<file path="config.mk">
export PLATFORM = sky130hd
export DESIGN_NAME = vga_timing_gen
export DESIGN_NICKNAME = d
export VERILOG_FILES = /design/src/rtl/vga_timing_gen.sv
export SDC_FILE = /design/constraint.sdc
export NUM_CORES = 1
export LEC_CHECK = 0
export CORE_MARGIN = 10
export CORE_UTILIZATION = 56
export CTS_CLUSTER_SIZE = 25
export DETAILED_ROUTE_END_ITERATION = 6
export PLACE_DENSITY = 0.8
export SYNTH_ARGS = -nofsm -noshare
export SYNTH_HDL_FRONTEND = slang
export SYNTH_SLANG_ARGS = --single-unit
</file>
<file path="constraint.sdc">
create_clock -name Master_Clock_In -period 2.54 [get_ports Master_Clock_In]
set_clock_uncertainty 0.1 [all_clocks]
set_input_delay 0.508 -clock Master_Clock_In [delete_from_list [all_inputs] [get_ports Master_Clock_In]]
set_output_delay 0.508 -clock Master_Clock_In [all_outputs]
set_load 0.02 [all_outputs]
</file>
<file path="src/rtl/vga_timing_gen.sv">
// ---------------------------------------------------------------------------
// vga_timing_gen
//
// Generates 640x480 @ 60 Hz VGA raster timing from a single master clock.
// A pixel-rate clock enable is produced by dividing the master clock by
// CLK_DIV. At each advance edge the raster coordinates step, and the
// horizontal and vertical phase state machines decide the sync and blanking
// outputs. Every output is registered and updated at the same advance edge,
// so coordinates, enable and syncs are always mutually consistent.
//
// Ports:
//   Master_Clock_In  in   1   master clock (only clock in the block)
//   Reset_N_In       in   1   asynchronous active-low reset
//   Val_Row_Out      out  10  horizontal position, 0..H_TOTAL-1
//   Val_Col_Out      out  10  vertical position, 0..V_TOTAL-1
//   Disp_Ena_Out     out  1   high inside the visible area
//   H_Sync_Out       out  1   horizontal sync
//   V_Sync_Out       out  1   vertical sync
//   Pixel_Tick_Out   out  1   one-cycle pulse when new coordinates appear
//   Frame_Start_Out  out  1   one-cycle pulse when (0,0) is presented
// ---------------------------------------------------------------------------
module vga_timing_gen #(
    parameter int CLK_DIV         = 4,
    parameter int H_ACTIVE        = 640,
    parameter int H_FRONT         = 16,
    parameter int H_SYNC          = 96,
    parameter int H_BACK          = 48,
    parameter int V_ACTIVE        = 480,
    parameter int V_FRONT         = 10,
    parameter int V_SYNC          = 2,
    parameter int V_BACK          = 33,
    parameter int SYNC_ACTIVE_LOW = 1
) (
    input  logic       Master_Clock_In,
    input  logic       Reset_N_In,
    output logic [9:0] Val_Row_Out,
    output logic [9:0] Val_Col_Out,
    output logic       Disp_Ena_Out,
    output logic       H_Sync_Out,
    output logic       V_Sync_Out,
    output logic       Pixel_Tick_Out,
    output logic       Frame_Start_Out
);

    localparam int H_TOTAL = H_ACTIVE + H_FRONT + H_SYNC + H_BACK;
    localparam int V_TOTAL = V_ACTIVE + V_FRONT + V_SYNC + V_BACK;

    // A divide-by-one still needs a 1-bit counter that simply stays at zero.
    localparam int DIV_W = (CLK_DIV > 1) ? $clog2(CLK_DIV) : 1;
    localparam logic [DIV_W-1:0] DIV_LAST = DIV_W'(CLK_DIV - 1);

    localparam logic [9:0] H_LAST        = 10'(H_TOTAL - 1);
    localparam logic [9:0] H_FRONT_START = 10'(H_ACTIVE);
    localparam logic [9:0] H_SYNC_START  = 10'(H_ACTIVE + H_FRONT);
    localparam logic [9:0] H_BACK_START  = 10'(H_ACTIVE + H_FRONT + H_SYNC);

    localparam logic [9:0] V_LAST        = 10'(V_TOTAL - 1);
    localparam logic [9:0] V_FRONT_START = 10'(V_ACTIVE);
    localparam logic [9:0] V_SYNC_START  = 10'(V_ACTIVE + V_FRONT);
    localparam logic [9:0] V_BACK_START  = 10'(V_ACTIVE + V_FRONT + V_SYNC);

    localparam logic SYNC_ON  = (SYNC_ACTIVE_LOW != 0) ? 1'b0 : 1'b1;
    localparam logic SYNC_OFF = ~SYNC_ON;

    typedef enum logic [1:0] {
        PH_ACTIVE,
        PH_FRONT,
        PH_SYNC,
        PH_BACK
    } phase_t;

    // Same classification serves both axes; only the boundaries differ.
    function automatic phase_t phase_of(
        input logic [9:0] pos,
        input logic [9:0] front_start,
        input logic [9:0] sync_start,
        input logic [9:0] back_start
    );
        if (pos < front_start)     return PH_ACTIVE;
        else if (pos < sync_start) return PH_FRONT;
        else if (pos < back_start) return PH_SYNC;
        else                       return PH_BACK;
    endfunction

    logic [DIV_W-1:0] divider;
    logic             advance;
    logic             line_wrap;
    logic [9:0]       row_next;
    logic [9:0]       col_next;
    phase_t           h_state, h_state_next;
    phase_t           v_state, v_state_next;

    assign advance = (divider == DIV_LAST);

    // NOTE: sequential state uses non-blocking assignments so every register
    // samples the values from before the edge, independent of process order.
    always_ff @(posedge Master_Clock_In or negedge Reset_N_In) begin
        if (!Reset_N_In) begin
            divider <= '0;
        end else if (advance) begin
            divider <= '0;
        end else begin
            divider <= divider + 1'b1;
        end
    end

    // Next coordinates and next phases. Phases are decoded from the next
    // coordinate so state and coordinates change on the same edge.
    // NOTE: every signal gets a default first so no path leaves it unassigned,
    // which is what keeps this combinational block from inferring latches.
    always_comb begin
        row_next     = Val_Row_Out;
        col_next     = Val_Col_Out;
        line_wrap    = 1'b0;
        h_state_next = h_state;
        v_state_next = v_state;
        if (advance) begin
            if (Val_Row_Out == H_LAST) begin
                row_next  = '0;
                line_wrap = 1'b1;
            end else begin
                row_next = Val_Row_Out + 10'd1;
            end
            h_state_next = phase_of(row_next, H_FRONT_START, H_SYNC_START, H_BACK_START);

            // The vertical machine only moves on a line wrap.
            if (line_wrap) begin
                col_next     = (Val_Col_Out == V_LAST) ? 10'd0 : Val_Col_Out + 10'd1;
                v_state_next = phase_of(col_next, V_FRONT_START, V_SYNC_START, V_BACK_START);
            end
        end
    end

    // State and output registers. Outside advance edges the next values equal
    // the current ones, so all outputs hold steady between pixels.
    always_ff @(posedge Master_Clock_In or negedge Reset_N_In) begin
        if (!Reset_N_In) begin
            h_state         <= PH_BACK;
            v_state         <= PH_BACK;
            Val_Row_Out     <= H_LAST;
            Val_Col_Out     <= V_LAST;
            Disp_Ena_Out    <= 1'b0;
            H_Sync_Out      <= SYNC_OFF;
            V_Sync_Out      <= SYNC_OFF;
            Pixel_Tick_Out  <= 1'b0;
            Frame_Start_Out <= 1'b0;
        end else begin
            h_state         <= h_state_next;
            v_state         <= v_state_next;
            Val_Row_Out     <= row_next;
            Val_Col_Out     <= col_next;
            Disp_Ena_Out    <= (h_state_next == PH_ACTIVE) && (v_state_next == PH_ACTIVE);
            H_Sync_Out      <= (h_state_next == PH_SYNC) ? SYNC_ON : SYNC_OFF;
            V_Sync_Out      <= (v_state_next == PH_SYNC) ? SYNC_ON : SYNC_OFF;
            Pixel_Tick_Out  <= advance;
            Frame_Start_Out <= advance && (row_next == 10'd0) && (col_next == 10'd0);
        end
    end

endmodule

</file>
==> metrics <==
First-pass DRT Iterations=5; switch share=19.9%; Final Hold Vio Count=0; CP cell instances=or4b_4 > o22ai_2 > a41oi_2 > nor4_1 > o2111ai_1 > nor4_2; min-delay worst type=register to register; number of global-route vias before repair=1993; final wirelength=5.78 mm; Clock Pin Slew Worst Setup and Hold Paths=0.07 ns; largest net degree at the start of global routing=32; post-route core utilization=72.6%; nets=289; num ports=27; Core ar.=3740 sq um; most frequent cell after synthesis=nand2_1; Synth Flop Type=dfstp_2; Clock Tree Buf Depth=2; Area Growth Syn to Fin=23.2%; share of total power in combinational logic=1.2%; Port Buf Inserts=26; initial antenna violation count=0; CP Buf/Inv Count=0; Setup violations, final=0; CP max stage cell=dfstp_2; TritonCTS clock tree=yes; measured slew at the worst slew-check pin=0.424 ns; Synth area leaders=dfstp_2 19%, dfrtp_1 17%, nand2_1 4.8%, xnor2_1 4.4%, and2_1 3.1%; CP Data Arrival Time=2.48 ns; RSZ-0062 raised after global routing=true; post-route cell area=2720 sq um; Antenna Nets Post-Route=0; Worst Path Max Fanout=8; CTS root buf=clkbuf_8; power density cells=374 nW/um^2; slowest stage delay, CP=0.62 ns; final setup margin=0.150 ns; global route overflow=0; Crit path max-delay family=simple AND/OR/NAND/NOR gates; syn avg cell area=8.86 sq um; Post-Syn Area=2210 sq um; Peak VDD IR=0.334 mV; Hold Slack=0.323 ns; # diodes=0; count of different cell masters after synthesis=60; Fmax=418 MHz; area leader, netlist=dfstp_2; outcome=completed; Synthesized Nets=255; Skew-Pair Late Insertion Delay=0.28 ns; width of the die=82.8 microns; Cells after DPL=322; Setup crit end kind=register; wire per inst=17.4 microns; Num CTS Buffers=5; Req. time, crit path=2.63 ns; Cells after Synth=249; Seq pwr share=48.7%; asr flop ratio synth=100%; clock sink count=31; share of Yosys cell area claimed by the top area cell type=19.1%; vias=2120; switching pwr=0.202 mW; cell internal pwr=0.815 mW; dpl hpwl=4.16 mm; hold bufs inserted after CTS=0; EDFF count, synth=0; standard-cell rows=22; crit path launch type=register; kind of critical path=register to register; post-synthesis sequential element count=31; maxcap violations=0; Warnings, synthesis=0; Iteration-0 DRC Markers=222; min cycle time layout=2.39 ns; top cells by count, synth=28 x nand2_1, 16 x dfstp_2, 15 x dfrtp_1; Vias/cell=6.39; Seq/Total Area, Yosys=36.1%; drt drc=0; die area=6850 sq um; Setup TNS Final=0 ns; htree depth=2; Max transition margin=71.4%; Final Non-Filler Cells=332; area post-placement=2570 sq um; gpl congestion=0.966; Leak Pwr=1.04 nW; Design Power=1.02 mW; Initial Util=58.9%; final cycle utilization of the critical path=94.1%; Slew Viols, Final=0; first-pass GRT wire length=9.89 mm; worst slack, placed=0.160 ns; Clk pwr share=50.2%; Die H=82.8 microns; Tot GR Track Use=18.0%; layout cell share with drive strength beyond 1=20.8%
==> logic make-up (layout without fill, tap and decap cells) <==
| group | after synthesis | count (layout) | synth area share (%) |
|---|---|---|---|
| flops | 31 | 31 | 36.1 |
| fa+ha+maj | 4 | 4 | 2.27 |
| buf+inv | 31 | 66 | 6.58 |
| compound gates | 66 | 66 | 22.0 |
| mux | 4 | 4 | 1.87 |
| xor+xnor | 14 | 14 | 5.56 |
| simple gates | 99 | 99 | 25.7 |
==> power groups by stage <==
stage                     Sequential, mW  Combinational, mW  Clock [mW]
final                              0.495             0.0118       0.510
after global routing               0.495             0.0140       0.536
after CTS                          0.495             0.0127       0.515
after detailed placement           0.503             0.0127           0
after global placement             0.503             0.0120           0
after floorplan                    0.503        0.000000481           0
==> sequential cells by signal (all words and copies together), names as in the netlist <==
signal and flops:
v_state 2, V_Sync_Out 1, H_Sync_Out 1, Pixel_Tick_Out 1
divider 2, Disp_Ena_Out 1, Frame_Start_Out 1, h_state 2
Val_Row_Out 10, Val_Col_Out 10
==> layout make-up <==
type                            count  area (sq um)
Tap cell                           48          60.1
Sequential cell                    31           797
Inverter                            9          33.8
Timing Repair Buffer               49           433
Multi-Input combinational cell    187          1280
Clock inverter                      2          35.0
Clock buffer                        6          82.6
Fill cell                         312          1030
==> cells in the final DEF, fill, tap and decap left out, types with 4 or more instances in the layout <==
| cell type | instances |
|---|---|
| a31oi_1 | 10 |
| nor3_1 | 4 |
| and2_1 | 11 |
| and3_1 | 10 |
| xnor2_1 | 11 |
| nand2b_1 | 4 |
| dfrtp_1 | 14 |
| nand2_1 | 28 |
| buf_4 | 23 |
| nor2_1 | 10 |
| o21ai_0 | 13 |
| clkdlybuf4s50_1 | 26 |
| clkbuf_8 | 6 |
| dfstp_2 | 16 |
| a21oi_1 | 6 |
| nand3_1 | 9 |
| inv_1 | 9 |
| o31ai_1 | 5 |
==> routing by layer <==
layer | track usage (%) | vias to the layer above | wire, microns
met2 | 29.8 | 102 | 2780
met4 | 5.69 | 0 | 117
met1 | 23.1 | 1010 | 2460
met3 | 3.35 | 15 | 426
li1 | - | 993 | -
met5 | 0 | - | 0
==> timing repair <==
action | in CTS | in global routing
setup buffers | 0 | 2
gates resized for setup | 0 | 4
endpoints found under the setup margin | 0 | 2
==> path summary, 6_finish.rpt <==
path	depth (start not counted)	to	slack, ns	from
max reg2reg	6	Frame_Start_Out	0.15	Val_Row_Out[9]
min	1	divider[0]	0.32	divider[0]
max	6	Frame_Start_Out	0.15	Val_Row_Out[9]
max in group asynchronous	2	H_Sync_Out	1.49	Reset_N_In
min reg2reg	1	divider[0]	0.32	divider[0]
min in group asynchronous	2	Val_Col_Out[4]	0.51	Reset_N_In
No activity file was read; power rests on OpenSTA's default activity.
